--- src/rtl/seq_divider_16x8_if.sv ---
// Request/result bundle for the 16x8 sequential divider.
// Build with DIV_SIGNED_EN to add the signed_op request bit.
interface seq_divider_16x8_if #(
  parameter int DIVIDEND_W = 16,
  parameter int DIVISOR_W  = 8
);
  logic                  start;
  logic [DIVIDEND_W-1:0] dividend;
  logic [DIVISOR_W-1:0]  divisor;
`ifdef DIV_SIGNED_EN
  logic                  signed_op;
`endif
  logic [DIVIDEND_W-1:0] quotient;
  logic [DIVISOR_W-1:0]  remainder;
  logic                  done;
  logic                  busy;
  logic                  div_by_zero;
  logic                  err;
  logic [2:0]            state_out;

  modport master (
    output start, dividend, divisor,
`ifdef DIV_SIGNED_EN
    output signed_op,
`endif
    input  quotient, remainder, done, busy, div_by_zero, err, state_out
  );

  modport slave (
    input  start, dividend, divisor,
`ifdef DIV_SIGNED_EN
    input  signed_op,
`endif
    output quotient, remainder, done, busy, div_by_zero, err, state_out
  );
endinterface

--- src/rtl/seq_divider_16x8.sv ---
// Restoring divider, one quotient bit per clock; start/done/state_out/err handshake.
// Define DIV_SIGNED_EN to add two's-complement operands and a one-cycle FIX state.
module seq_divider_16x8 #(
  parameter int DIVIDEND_W = 16,
  parameter int DIVISOR_W  = 8
) (
  input  logic               clk,
  input  logic               reset_a,
  seq_divider_16x8_if.slave  bus
);
  localparam int CNT_W = $clog2(DIVIDEND_W);
  localparam logic [CNT_W-1:0] CNT_LAST = CNT_W'(DIVIDEND_W - 1);

  typedef enum logic [2:0] {
    S_IDLE = 3'b000,
    S_CALC = 3'b010,
    S_FIX  = 3'b011,
    S_DONE = 3'b100,
    S_ERR  = 3'b101
  } state_e;

  state_e                state_q, state_d;
  logic [DIVIDEND_W-1:0] quot_q, quot_d;
  logic [DIVISOR_W:0]    part_q, part_d;
  logic [DIVISOR_W-1:0]  dvsr_q, dvsr_d;
  logic [CNT_W-1:0]      cnt_q, cnt_d;
  logic [DIVIDEND_W-1:0] quotient_q, quotient_d;
  logic [DIVISOR_W-1:0]  remainder_q, remainder_d;
  logic                  dbz_q, dbz_d;
`ifdef DIV_SIGNED_EN
  logic                  sop_q, sop_d;
  logic                  negq_q, negq_d;
  logic                  negr_q, negr_d;
`endif

  logic [DIVISOR_W+1:0]  trial_s;
  logic [DIVISOR_W:0]    shifted_s, part_step_s;
  logic                  qbit_s;
  logic [DIVIDEND_W-1:0] quot_step_s, dvd_mag_s;
  logic [DIVISOR_W-1:0]  dvs_mag_s;

  // One restoring step; part_q[DIVISOR_W] is always 0 so the wide trial equals T.
  always_comb begin
    shifted_s   = {part_q[DIVISOR_W-1:0], quot_q[DIVIDEND_W-1]};
    trial_s     = {part_q, quot_q[DIVIDEND_W-1]} - {2'b00, dvsr_q};
    qbit_s      = ~trial_s[DIVISOR_W+1];
    part_step_s = qbit_s ? trial_s[DIVISOR_W:0] : shifted_s;
    quot_step_s = {quot_q[DIVIDEND_W-2:0], qbit_s};
  end

  // Operand magnitudes fed to the unsigned core.
  always_comb begin
    dvd_mag_s = bus.dividend;
    dvs_mag_s = bus.divisor;
`ifdef DIV_SIGNED_EN
    if (bus.signed_op && bus.dividend[DIVIDEND_W-1]) begin
      dvd_mag_s = -bus.dividend;
    end else begin
      dvd_mag_s = bus.dividend;
    end
    if (bus.signed_op && bus.divisor[DIVISOR_W-1]) begin
      dvs_mag_s = -bus.divisor;
    end else begin
      dvs_mag_s = bus.divisor;
    end
`endif
  end

  // Next-state and datapath update.
  always_comb begin
    state_d     = state_q;
    quot_d      = quot_q;
    part_d      = part_q;
    dvsr_d      = dvsr_q;
    cnt_d       = cnt_q;
    quotient_d  = quotient_q;
    remainder_d = remainder_q;
    dbz_d       = dbz_q;
`ifdef DIV_SIGNED_EN
    sop_d       = sop_q;
    negq_d      = negq_q;
    negr_d      = negr_q;
`endif
    case (state_q)
      S_IDLE, S_DONE, S_ERR: begin
        if (bus.start) begin
          if (bus.divisor == {DIVISOR_W{1'b0}}) begin
            quotient_d  = {DIVIDEND_W{1'b1}};
            remainder_d = bus.dividend[DIVISOR_W-1:0];
            dbz_d       = 1'b1;
            state_d     = S_DONE;
          end else begin
            quot_d  = dvd_mag_s;
            part_d  = {(DIVISOR_W+1){1'b0}};
            dvsr_d  = dvs_mag_s;
            cnt_d   = {CNT_W{1'b0}};
            dbz_d   = 1'b0;
            state_d = S_CALC;
`ifdef DIV_SIGNED_EN
            sop_d  = bus.signed_op;
            negq_d = bus.signed_op & (bus.dividend[DIVIDEND_W-1] ^ bus.divisor[DIVISOR_W-1]);
            negr_d = bus.signed_op & bus.dividend[DIVIDEND_W-1];
`endif
          end
        end else if (state_q == S_DONE) begin
          state_d = S_IDLE;
        end else begin
          state_d = state_q;
        end
      end
      S_CALC: begin
        if (bus.start) begin
          quotient_d  = {DIVIDEND_W{1'b0}};
          remainder_d = {DIVISOR_W{1'b0}};
          state_d     = S_ERR;
        end else begin
          quot_d = quot_step_s;
          part_d = part_step_s;
          cnt_d  = cnt_q + CNT_W'(1);
          if (cnt_q == CNT_LAST) begin
`ifdef DIV_SIGNED_EN
            if (sop_q) begin
              state_d = S_FIX;
            end else begin
              quotient_d  = quot_step_s;
              remainder_d = part_step_s[DIVISOR_W-1:0];
              state_d     = S_DONE;
            end
`else
            quotient_d  = quot_step_s;
            remainder_d = part_step_s[DIVISOR_W-1:0];
            state_d     = S_DONE;
`endif
          end else begin
            state_d = S_CALC;
          end
        end
      end
`ifdef DIV_SIGNED_EN
      S_FIX: begin
        if (bus.start) begin
          quotient_d  = {DIVIDEND_W{1'b0}};
          remainder_d = {DIVISOR_W{1'b0}};
          state_d     = S_ERR;
        end else begin
          quotient_d  = negq_q ? -quot_q : quot_q;
          remainder_d = negr_q ? -part_q[DIVISOR_W-1:0] : part_q[DIVISOR_W-1:0];
          state_d     = S_DONE;
        end
      end
`endif
      default: begin
        state_d = S_IDLE;
      end
    endcase
  end

  // State and datapath registers.
  always_ff @(posedge clk or posedge reset_a) begin
    if (reset_a) begin
      state_q     <= S_IDLE;
      quot_q      <= {DIVIDEND_W{1'b0}};
      part_q      <= {(DIVISOR_W+1){1'b0}};
      dvsr_q      <= {DIVISOR_W{1'b0}};
      cnt_q       <= {CNT_W{1'b0}};
      quotient_q  <= {DIVIDEND_W{1'b0}};
      remainder_q <= {DIVISOR_W{1'b0}};
      dbz_q       <= 1'b0;
`ifdef DIV_SIGNED_EN
      sop_q       <= 1'b0;
      negq_q      <= 1'b0;
      negr_q      <= 1'b0;
`endif
    end else begin
      state_q     <= state_d;
      quot_q      <= quot_d;
      part_q      <= part_d;
      dvsr_q      <= dvsr_d;
      cnt_q       <= cnt_d;
      quotient_q  <= quotient_d;
      remainder_q <= remainder_d;
      dbz_q       <= dbz_d;
`ifdef DIV_SIGNED_EN
      sop_q       <= sop_d;
      negq_q      <= negq_d;
      negr_q      <= negr_d;
`endif
    end
  end

  assign bus.quotient    = quotient_q;
  assign bus.remainder   = remainder_q;
  assign bus.div_by_zero = dbz_q;
  assign bus.done        = (state_q == S_DONE);
  assign bus.busy        = (state_q == S_CALC) || (state_q == S_FIX);
  assign bus.err         = (state_q == S_ERR);
  assign bus.state_out   = state_q;
endmodule

--- src/flat_wrapper.sv ---
// flat-port wrapper written by rule: the top's interface ports become plain ports
module seq_divider_16x8_flat 
#(
  parameter int DIVIDEND_W = 16,
  parameter int DIVISOR_W  = 8
)
  (clk, reset_a, bus_start, bus_dividend, bus_divisor, bus_quotient, bus_remainder, bus_done, bus_busy, bus_div_by_zero, bus_err, bus_state_out);
  seq_divider_16x8_if #(.DIVIDEND_W(DIVIDEND_W), .DIVISOR_W(DIVISOR_W)) bus_i ();
  input  logic clk;
  input  logic reset_a;
  input wire logic [$bits(bus_i.start)-1:0] bus_start;
  input wire logic [$bits(bus_i.dividend)-1:0] bus_dividend;
  input wire logic [$bits(bus_i.divisor)-1:0] bus_divisor;
  output wire logic [$bits(bus_i.quotient)-1:0] bus_quotient;
  output wire logic [$bits(bus_i.remainder)-1:0] bus_remainder;
  output wire logic [$bits(bus_i.done)-1:0] bus_done;
  output wire logic [$bits(bus_i.busy)-1:0] bus_busy;
  output wire logic [$bits(bus_i.div_by_zero)-1:0] bus_div_by_zero;
  output wire logic [$bits(bus_i.err)-1:0] bus_err;
  output wire logic [$bits(bus_i.state_out)-1:0] bus_state_out;
  assign bus_i.start = bus_start;
  assign bus_i.dividend = bus_dividend;
  assign bus_i.divisor = bus_divisor;
  assign bus_quotient = bus_i.quotient;
  assign bus_remainder = bus_i.remainder;
  assign bus_done = bus_i.done;
  assign bus_busy = bus_i.busy;
  assign bus_div_by_zero = bus_i.div_by_zero;
  assign bus_err = bus_i.err;
  assign bus_state_out = bus_i.state_out;
  seq_divider_16x8 #(.DIVIDEND_W(DIVIDEND_W), .DIVISOR_W(DIVISOR_W)) u_core (.clk(clk), .reset_a(reset_a), .bus(bus_i));
endmodule
--- config.mk ---
export PLATFORM = sky130hd
export DESIGN_NAME = seq_divider_16x8_flat
export DESIGN_NICKNAME = d
export VERILOG_FILES = /design/src/rtl/seq_divider_16x8_if.sv /design/src/rtl/seq_divider_16x8.sv /design/src/flat_wrapper.sv
export SDC_FILE = /design/constraint.sdc
export NUM_CORES = 1
export LEC_CHECK = 0
export ABC_AREA = 1
export BUFFER_PORTS_ARGS = -buffer_cell sky130_fd_sc_hd__buf_2
export CORE_MARGIN = 2
export CORE_UTILIZATION = 60
export CTS_BUF_LIST = sky130_fd_sc_hd__clkbuf_2
export CTS_CLUSTER_SIZE = 30
export DETAILED_ROUTE_END_ITERATION = 7
export PLACE_DENSITY = 0.89
export SLEW_MARGIN = 20
export SYNTH_ARGS = -nofsm -noshare
export SYNTH_HDL_FRONTEND = slang
export SYNTH_SLANG_ARGS = --single-unit
--- constraint.sdc ---
create_clock -name clk -period 4 [get_ports clk]
set_clock_uncertainty 0.05 [all_clocks]
set_input_delay 0.8 -clock clk [delete_from_list [all_inputs] [get_ports clk]]
set_output_delay 0.8 -clock clk [all_outputs]
set_load 0.1 [all_outputs]
# After elaboration in Yosys (flattened, before gate mapping)
# Cells that the tools add are included.
# word_totals
regBits	65
# classes
addsub	2
eq_ne	11
mux	30
bitwise	2
n_reduce_logical	9
# ops
operator	count
$mux 16	7
$pmux 16 s2	2
$mux 9	4
$mux 8	4
$pmux 9 s2	1
$pmux 8 s2	1
$mux 3	5
$mux 4	3
$sub 10x8->10	1
$logic_not 8->1	1
$pmux 4 s2	1
$reduce_and 4->1	2
$eq 3x2->1 const B	2
$eq 3x3->1 const B	2
$ne 2x2->1 const B	3
$pmux 3 s2	1
$add 4x1->4 const B	1
$eq 4x4->1 const B	1
$logic_not 3->1	1
$ne 3x2->1 const B	1
$ne 3x3->1 const B	1
$reduce_and 3->1	1
$reduce_or 3->1	1
$ne 2x1->1 const B	1
5 further kinds	6

# Logic depth before layout (Yosys ltp)
# Gate-level depths: netlist of the first run.
# logic_depth
word_depth	5
depth_mapped	15
ltp_nobuf	15

# Least setup slack after synthesis of the first run
# No wires, ideal clock.
# synth_path
path_type	reg2out
start	register u_core.state_q[2], in the netlist u_core.bus.state_out[2]
end	output port bus_err
arrival_ps	2431
required_ps	3150
slack_ps	719
stages_incl_launch_ff	3
path_cell_list	dfrtp_1 -> nand2_1 -> nor2_1
# synth_via
elab_chain_cells	1
# synth_rtl
item	line_no	rtl
from (decl)	seq_divider_16x8.sv:22	state_e state_q, state_d;
from (signal assigned)	seq_divider_16x8.sv:175	state_q <= state_d;
$eq 3x3->1	seq_divider_16x8.sv:196	assign bus.err = (state_q == S_ERR);
to (decl)	flat_wrapper.sv:19	output wire logic [$bits(bus_i.err)-1:0] bus_err;
# Every way passes these cells.

# Worst setup path after layout of the first run
# layout_path
start	register u_core.state_q[1], in the netlist u_core.bus.state_out[1]
end	register u_core.dvsr_q[0]
# layout_via
elab_chain_cells	3
elab_cells_between_ends	5
classes_between	2 x eq/ne; 3 x reduce/logical
# layout_rtl
item	line_no	rtl
$eq 3x3->1 or $logic_not 3->1 (tied branches)	seq_divider_16x8.sv:84	case (state_q)
$reduce_or 3->1 (*)	seq_divider_16x8.sv:84	
$reduce_and 3->1 (no line) (*)	n/a	
to (signal assigned)	seq_divider_16x8.sv:164	dvsr_q <= {DIVISOR_W{1'b0}};
to (signal assigned)	seq_divider_16x8.sv:178	dvsr_q <= dvsr_d;
to (decl)	seq_divider_16x8.sv:25	logic [DIVISOR_W-1:0] dvsr_q, dvsr_d;
# Every way passes the cells marked *; elsewhere a longest branch is shown, timed or not.
# A chain may end at the register's enable or synchronous reset.

==> results of run 1 <==
synthesized netlist by cell type, drive strengths merged:
| master | count |
|---|---|
| nand2 | 158 |
| dfrtp | 65 |
| o21ai | 50 |
| inv | 47 |
| nand3 | 29 |
| a21oi | 19 |
| nor2 | 18 |
| buf | 12 |
| ha | 9 |
| clkbuf | 5 |
| nand4 | 5 |
| a22oi | 4 |
| o211ai | 4 |
| xnor2 | 3 |
| nor3 | 2 |
| o31ai | 2 |
| xor2 | 2 |
| a211oi | 1 |
| a22o | 1 |
| fa | 1 |
| nor3b | 1 |
| o21a | 1 |
cells by family after synthesis:
group	synth area share
AO/OA/AOI/OAI	0.137
AND/OR/NAND/NOR	0.266
buffers and inverters	0.0766
adder cells (fa/ha/maj)	0.0383
XOR/XNOR	0.0127
flip-flops	0.470
worst max-delay path by stage:
stage	slack (ps)	to	cells after the start
2_1_floorplan	720	bus_err	2
3_3_place_gp	1190	u_core.bus.div_by_zero$_DFFE_PP0P_	9
3_5_place_dp	1020	u_core.dvsr_q[0]$_DFFE_PP0P_	10
4_1_cts	1320	u_core.bus.div_by_zero$_DFFE_PP0P_	10
5_1_grt	1070	u_core.dvsr_q[0]$_DFFE_PP0P_	11
6_report	1320	u_core.dvsr_q[0]$_DFFE_PP0P_	11
metrics by stage:
step | area (sq um) | util
after floorplan | 3460 | -
after global placement | 3770 | 0.681
after detailed placement | 3770 | 0.681
after CTS | 3960 | 0.715
after global routing | 3960 | 0.715
final | 3960 | 0.715
critical path, cell delays in order (launching register included):
cell and delay [ps]:
dfrtp_1 420, inv_2 80, nor2_2 50, nand2_2 530, nor2_1 180, a211oi_2 260
nand2_2 70, buf_4 240, nor2_4 420, inv_1 160, nand2_1 90, nand2_1 40
final cells by class:
class | instances | area (sq um) | area share
Sequential cell | 65 | 1630 | 0.411
Multi-Input combinational cell | 310 | 1570 | 0.397
Timing Repair Buffer | 60 | 308 | 0.0777
Inverter | 47 | 179 | 0.0452
Clock inverter | 7 | 140 | 0.0354
Tap cell | 72 | 90.1 | 0.0228
Clock buffer | 9 | 45.0 | 0.0114
sequential cells by signal, summed over array words and instances (netlist names):
| name | cells |
|---|---|
| u_core.part_q | 9 |
| u_core.bus.div_by_zero | 1 |
| u_core.bus.remainder | 8 |
| u_core.cnt_q | 4 |
| u_core.quot_q | 16 |
| u_core.bus.state_out | 3 |
| u_core.bus.quotient | 16 |
| u_core.dvsr_q | 8 |
metal layers:
metal  track usage  routed length, um  vias up
met5             0                  0        -
met4         0.100                141        0
met3        0.0656                461       13
met2         0.423               3900       98
met1         0.353               3470     1466
li1              -                  -     1520
==> impl_metrics.yaml, run 1 <==
logic_synthesis:
  synth-seq-area-share: 0.470
  syn_nets: 476
  yosysTopAreaCell: "dfrtp_1"
  synthTopCellsByArea: "dfrtp_1 47%, nand2_1 17%, inv_1 4.7%"
  syn_area_sq_um: 3460
  syn_area_per_cell_sq_um: 7.89
  yosysTopAreaCellShare: 0.470
  synthDistinctLibCells: 35
  postSynthCellCount: 439
  synth-seq-cells: 65
  yosysWarningCount: 0
global_routing:
  antenna_found_initial: 0
  grt_use_total: 0.266
  grt_pass1_vias: 2880
  overflow: 0
  grt_pass1_wl_mm: 13.2
  grt_max_degree: 40
cells_and_area:
  insertedDiodeCount: 0
  layout_commonest_cell: "nand2_1"
  fill_cells: 436
  mostFrequentLayoutCells: "153 x nand2_1, 65 x dfrtp_1, 57 x buf_2"
  synthToLayoutAreaGrowth_pct: 14.3
  instances_no_fill: 570
  fin_nets: 530
  drive_gt1_frac: 0.195
timing:
  layout_setup_ws_ps: 1320
  hold_viol_final: 0
  fin_setup_tns_ps: 0
  period_needed_ps: 2680
  holdWs_ps: 366
  setup_viol: 0
  tightest_slew_ps: 907
  rsz0062_at_grt: "no"
  relSlewSlack: 0.393
  slew_violations: 0
  max_freq_mhz: 373
  period_share: 0.670
floorplan:
  ios: 58
  fp.dieW_um: 80.0
  die-height_um: 80.0
  rows: 27
  initial_core_util: 0.625
  core_area_sq_um: 5540
  dieArea_sq_um: 6390
run_status:
  status: "complete, no violations"
cts:
  h-tree-depth: 3
  tritoncts: "built"
  numClockSinks: 65
  hold_buffers: 0
  postCtsSetupBuffers: 0
  clkTransAtPathRegs_ps: 200
  ctsResizeCount: 0
  clk_latency_ps: 480
  numCtsBuffers: 9
  cts_buffer_depth: 2
  ctsRootBufferMaster: "clkbuf_2"
placement:
  dp_cells: 554
  gp_congestion: 0.881
  dp_slack_ps: 1020
  dpl.hpwl_mm: 5.73
  port_buffers: 57
job:
  maxCapViolCount: 0
critical_path:
  startpoint_type: "flop"
  worstPathRequired_ps: 4350
  startpoint: "u_core.bus.state_out[1]$_DFFE_PP0P_"
  critPathKind: "flop to flop"
  crit_fanout: 39
  reg2regPathDepth: 11
  rrSetupSlack_ps: 1320
  cp.arrival_ps: 3030
  endpoint_kind: "flop"
  r2r_start: "u_core.bus.state_out[1]$_DFFE_PP0P_"
  r2r-end: "u_core.dvsr_q[0]$_DFFE_PP0P_"
detailed_routing:
  wirelength_mm: 7.97
  route.detailed.wl_per_inst_um: 14.0
  drc_errors: 0
  first_iter_violations: 238
  antenna_left: 0
  first_pass_iters: 5
  viasPerCell: 5.43
  via_count: 3097
hold_path:
  hp-class: "input pin to asynchronous set/reset pin"
Power of run 1 is not shown: default switching activity piles up to over one toggle a cycle in this logic, so the estimate is an artifact.
==> run 2: changes to the inputs <==
--- a/config.mk
+++ b/config.mk
@@ -8,11 +8,11 @@
 export ABC_AREA = 1
 export BUFFER_PORTS_ARGS = -buffer_cell sky130_fd_sc_hd__buf_2
 export CORE_MARGIN = 2
-export CORE_UTILIZATION = 60
+export CORE_UTILIZATION = 58
 export CTS_BUF_LIST = sky130_fd_sc_hd__clkbuf_2
 export CTS_CLUSTER_SIZE = 30
 export DETAILED_ROUTE_END_ITERATION = 7
-export PLACE_DENSITY = 0.89
+export PLACE_DENSITY = 0.87
 export SLEW_MARGIN = 20
 export SYNTH_ARGS = -nofsm -noshare
 export SYNTH_HDL_FRONTEND = slang
==> constraint.sdc (replaced) <==
create_clock -name clk -period 2.7 [get_ports clk]
set_clock_uncertainty 0.05 [all_clocks]
set_input_delay 0.54 -clock clk [delete_from_list [all_inputs] [get_ports clk]]
set_output_delay 0.54 -clock clk [all_outputs]
set_load 0.1 [all_outputs]
==> impl_metrics.yaml, run 2 (same netlist as run 1, synthesis figures left out) <==
run_status:
  status: "complete, no violations"
cts:
  tritoncts: "built"
  numCtsBuffers: 9
  hold_buffers: 0
  numClockSinks: 65
  clk_latency_ps: 500
  cts_buffer_depth: 2
  h-tree-depth: 3
  ctsResizeCount: 0
  postCtsSetupBuffers: 0
  ctsRootBufferMaster: "clkbuf_2"
  clkTransAtPathRegs_ps: 190
floorplan:
  rows: 28
  die-height_um: 81.3
  initial_core_util: 0.592
  fp.dieW_um: 81.3
  core_area_sq_um: 5850
  ios: 58
  dieArea_sq_um: 6600
timing:
  hold_viol_final: 0
  setup_viol: 0
  rsz0062_at_grt: "no"
  slew_violations: 0
  relSlewSlack: 0.406
  period_share: 0.837
  period_needed_ps: 2260
  tightest_slew_ps: 888
  max_freq_mhz: 443
global_routing:
  grt_pass1_wl_mm: 13.1
  grt_pass1_vias: 2902
  overflow: 0
  grt_use_total: 0.258
  grt_max_degree: 66
  antenna_found_initial: 0
job:
  maxCapViolCount: 0
critical_path:
  startpoint_type: "flop"
  cp.arrival_ps: 2640
  worstPathRequired_ps: 3080
  crit_fanout: 3
  endpoint_kind: "flop"
  critPathKind: "flop to flop"
detailed_routing:
  via_count: 3065
  antenna_left: 0
  first_pass_iters: 5
  viasPerCell: 5.33
  first_iter_violations: 211
  drc_errors: 0
  wirelength_mm: 7.75
  route.detailed.wl_per_inst_um: 13.5
cells_and_area:
  regArea_sq_um: 1630
  fill_cells: 479
  synthToLayoutAreaGrowth_pct: 13.1
  fin_nets: 532
  drive_gt1_frac: 0.200
  instances_no_fill: 575
  mostFrequentLayoutCells: "153 x nand2_1, 65 x dfrtp_1, 57 x buf_2"
  layout_commonest_cell: "nand2_1"
  multi_input_comb_area_sq_um: 1570
  insertedDiodeCount: 0
  fin_util: 0.669
hold_path:
  hp-class: "input pin to asynchronous set/reset pin"
placement:
  port_buffers: 57
  dp_cells: 559
  gp_congestion: 0.846
  dpl.hpwl_mm: 5.65
[run 2: cell count changes in the layout (fill, tap and decap cells not counted), sizes merged]
cell    change
bufinv      -3
buf         +2
clkbuf      +2
clkinv      +2
inv         -1
[run 2: stage by stage]
step	setup slack (ps)	hold WS, ps	TNS [ps]	cell area [sq um]
detailed placement	474	409	0	3800
CTS	447	19.8	0	3920
floorplan	-321	398	-14310	3460
global placement	541	412	0	3800
finish	441	3.73	0	3920
global route	317	30.9	0	3920
[run 2: layout make-up]
class	count	area share
inverters	47	0.0457
clock inverters	5	0.0144
repair buffers	62	0.0856
well taps	75	0.0240
multi-input cells	310	0.401
flip-flops and latches	65	0.415
clock buffers	11	0.0141
[run 2: worst paths after layout]
path,startpoint,endpoint,slack [ps],cells past startpoint
max,u_core.quot_q[15]$_DFFE_PP0P_,u_core.bus.remainder[4]$_DFFE_PP0P_,440,12
min,reset_a,u_core.quot_q[15]$_DFFE_PP0P_,4,3
max reg2reg,u_core.quot_q[15]$_DFFE_PP0P_,u_core.bus.remainder[4]$_DFFE_PP0P_,440,12
min reg2reg,u_core.bus.quotient[1]$_DFFE_PP0P_,u_core.bus.quotient[1]$_DFFE_PP0P_,450,2
max in group asynchronous,reset_a,u_core.bus.remainder[6]$_DFFE_PP0P_,2310,3
min in group clk,bus_dividend[9],u_core.quot_q[9]$_DFFE_PP0P_,180,3
[run 2: critical path: stages (launching register included)]
cell	delay, ps
dfrtp_1	410
inv_1	120
ha_1	200
inv_1	100
fa_1	490
nand2_1	90
nand3_1	110
xnor2_1	200
nand3_1	100
nand3_1	130
nand2_1	70
nand2_1	60
nand2_1	50
[run 2: metal layers]
metal / vias to the layer above / GRT usage / share of wire
li1: 1526 / - / -
met4: 0 / 0.102 / 0.017
met3: 16 / 0.0522 / 0.052
met2: 92 / 0.428 / 0.49
met5: - / 0 / 0
met1: 1431 / 0.332 / 0.44
Power of run 2 is left out for the same reason.
==> run 3: changes to the inputs <==
--- a/config.mk
+++ b/config.mk
@@ -5,7 +5,7 @@
 export SDC_FILE = /design/constraint.sdc
 export NUM_CORES = 1
 export LEC_CHECK = 0
-export ABC_AREA = 1
+export ABC_AREA = 0
 export BUFFER_PORTS_ARGS = -buffer_cell sky130_fd_sc_hd__buf_2
 export CORE_MARGIN = 2
 export CORE_UTILIZATION = 58
==> constraint.sdc (replaced) <==
create_clock -name clk -period 2.21 [get_ports clk]
set_clock_uncertainty 0.05 [all_clocks]
set_input_delay 0.442 -clock clk [delete_from_list [all_inputs] [get_ports clk]]
set_output_delay 0.442 -clock clk [all_outputs]
set_load 0.1 [all_outputs]
==> impl_metrics.yaml, run 3 <==
run_status:
  status: "finished with violations"
  violations: "negative setup slack"
cts:
  clk_latency_ps: 540
  clkTransAtPathRegs_ps: 210
  numClockSinks: 65
  tritoncts: "built"
  numCtsBuffers: 9
  cts_buffer_depth: 2
  h-tree-depth: 3
  ctsRootBufferMaster: "clkbuf_2"
timing:
  rsz0062_at_grt: "yes"
  slew_violations: 0
  tightest_slew_ps: 502
  period_needed_ps: 2320
  relSlewSlack: 0.668
  period_share: 1.05
  max_freq_mhz: 431
  layout_setup_ws_ps: -112
  holdWs_ps: 76.5
  setup_viol: 5
  hold_viol_final: 0
  fin_setup_tns_ps: -162
cells_and_area:
  synthToLayoutAreaGrowth_pct: 27.5
  drive_gt1_frac: 0.382
  layout_commonest_cell: "dfrtp_1"
  fin_nets: 480
  insertedDiodeCount: 0
  mostFrequentLayoutCells: "62 x dfrtp_1, 55 x buf_2, 46 x nand2_1"
  fin_util: 0.773
  instances_no_fill: 520
placement:
  gp_congestion: 0.892
  port_buffers: 57
  dp_cells: 499
  dpl.hpwl_mm: 6.12
detailed_routing:
  first_iter_violations: 227
  drc_errors: 0
  first_pass_iters: 7
  antenna_left: 0
  wl_met3_um: 621
  maxUsedRoutingLayer: "met4"
  via_count: 3087
  drt-met1-wl_mm: 3.71
  wirelength_mm: 9.13
  viasPerCell: 5.94
  route.met2.wl_mm: 4.58
  route.detailed.wl_per_inst_um: 17.5
critical_path:
  r2r_start: "u_core.quot_q[15]$_DFFE_PP0P_"
  crit_fanout: 3
  rrSetupSlack_ps: -110
  critPathKind: "flop to flop"
  reg2regPathDepth: 10
  worstPathRequired_ps: 2590
  startpoint_type: "flop"
  endpoint_kind: "flop"
  cp.arrival_ps: 2700
  r2r-end: "u_core.part_q[8]$_DFFE_PP0P_"
hold_path:
  hold_path_end: "u_core.quot_q[11]$_DFFE_PP0P_"
  min_path_cells: 2
  min_from: "bus_dividend[11]"
  hp-class: "input pin to flop"
floorplan:
  die-height_um: 80.3
  fp.dieW_um: 80.3
  initial_core_util: 0.607
  rows: 27
  dieArea_sq_um: 6460
  ios: 58
  core_area_sq_um: 5570
global_routing:
  grt_max_degree: 35
  antenna_found_initial: 0
  overflow: 0
  grt_use_total: 0.305
  grt_pass1_wl_mm: 14.8
  grt_pass1_vias: 3017
logic_synthesis:
  synth.most_common_cell: "dfrtp_1"
  yosysTopAreaCell: "dfrtp_1"
  synth_commonest_cells: "65 x dfrtp_1, 47 x nand2_1, 40 x nor2_1"
  syn_area_per_cell_sq_um: 9.55
  synth-seq-cells: 65
  synthDistinctLibCells: 52
  syn_nets: 391
  postSynthCellCount: 354
  synth_top_flop_cell: "dfrtp_1"
  yosysWarningCount: 0
  synth_edf_count: 0
  syn_area_sq_um: 3380
  yosysTopAreaCellShare: 0.481
  synthTopCellsByArea: "dfrtp_1 48%, nand2_1 5.2%, a31oi_1 5.0%"
  synth-seq-area-share: 0.481
  async_flop_share: 1.00
job:
  maxCapViolCount: 0
## run 3: changes by cell type after synthesis, moves of 7 or more
| cell | before | now |
|---|---|---|
| a21oi_1 | 17 | 8 |
| a221o_1 | 0 | 7 |
| a31oi_1 | 0 | 27 |
| and3_1 | 0 | 7 |
| inv_1 | 43 | 16 |
| nand2_1 | 153 | 47 |
| nand2b_1 | 0 | 17 |
| nand3_1 | 27 | 13 |
| nor2_1 | 15 | 40 |
| o21ai_0 | 25 | 13 |
| o21ai_1 | 24 | 10 |
## run 3: metal layers
metal / global-route usage / vias to the layer above
li1: - / 1426
met1: 0.398 / 1494
met2: 0.498 / 144
met3: 0.0674 / 23
met4: 0.112 / 0
met5: 0 / -
## run 3: worst max-delay path, stage by stage (launching register included)
cell and delay (ps):
dfrtp_1 440, inv_2 80, ha_4 130, inv_2 40
fa_2 390, a21o_1 200, a311oi_2 230, o21ai_2 120
a2111oi_4 320, xnor2_1 160, o21ai_1 70
## run 3: what timing repair did
item | 4_1_cts | 5_1_grt
endpoints found under the setup margin | 19 | 20
hold buffers | 1 | 0
buffers inserted | 3 | 1
pin swaps | 8 | 7
endpoints found under the hold margin | 65 | 0
resized for setup | 12 | 16
## run 3: kinds of logic (layout without fill, tap and decap cells)
family / count (synthesis) / count (layout) / share of synthesized area
AO/OA/AOI/OAI: 87 / 87 / 0.195
AND/OR/NAND/NOR: 147 / 147 / 0.214
adder cells (fa/ha/maj): 10 / 10 / 0.0392
multiplexers: 2 / 2 / 0.00629
XOR/XNOR: 6 / 6 / 0.0155
buffers and inverters: 37 / 131 / 0.0489
flip-flops: 65 / 65 / 0.481
## run 3: worst max-delay path by stage
stage / from / endpoint / depth (start not counted) / slack, ps
2_1_floorplan: reset_a / u_core.bus.state_out[0]$_DFFE_PP0P_ / 1 / -50
3_3_place_gp: u_core.quot_q[15]$_DFFE_PP0P_ / u_core.part_q[8]$_DFFE_PP0P_ / 10 / -50
3_5_place_dp: u_core.quot_q[15]$_DFFE_PP0P_ / u_core.part_q[8]$_DFFE_PP0P_ / 10 / -140
4_1_cts: u_core.quot_q[15]$_DFFE_PP0P_ / u_core.part_q[8]$_DFFE_PP0P_ / 10 / -70
5_1_grt: u_core.quot_q[15]$_DFFE_PP0P_ / u_core.part_q[8]$_DFFE_PP0P_ / 10 / -170
6_report: u_core.quot_q[15]$_DFFE_PP0P_ / u_core.part_q[8]$_DFFE_PP0P_ / 10 / -110
## run 3: per-stage QoR
stage | instance area, sq um | worst slack, ps
after CTS | 4220 | -69.7
after global routing | 4310 | -173
after detailed placement | 3990 | -141
final | 4310 | -112
after global placement | 3990 | -47.4
after floorplan | 3440 | -52.4
## run 3: final cells by class
type / instances / area, sq um
clock inverter: 7 / 103
sequential: 65 / 1630
tap: 72 / 90.1
timing repair buffer: 99 / 633
fill: 356 / 1260
clock buffer: 9 / 45.0
multi-input combinational: 252 / 1750
inverter: 16 / 60.1
Power of run 3 is left out for the same reason.
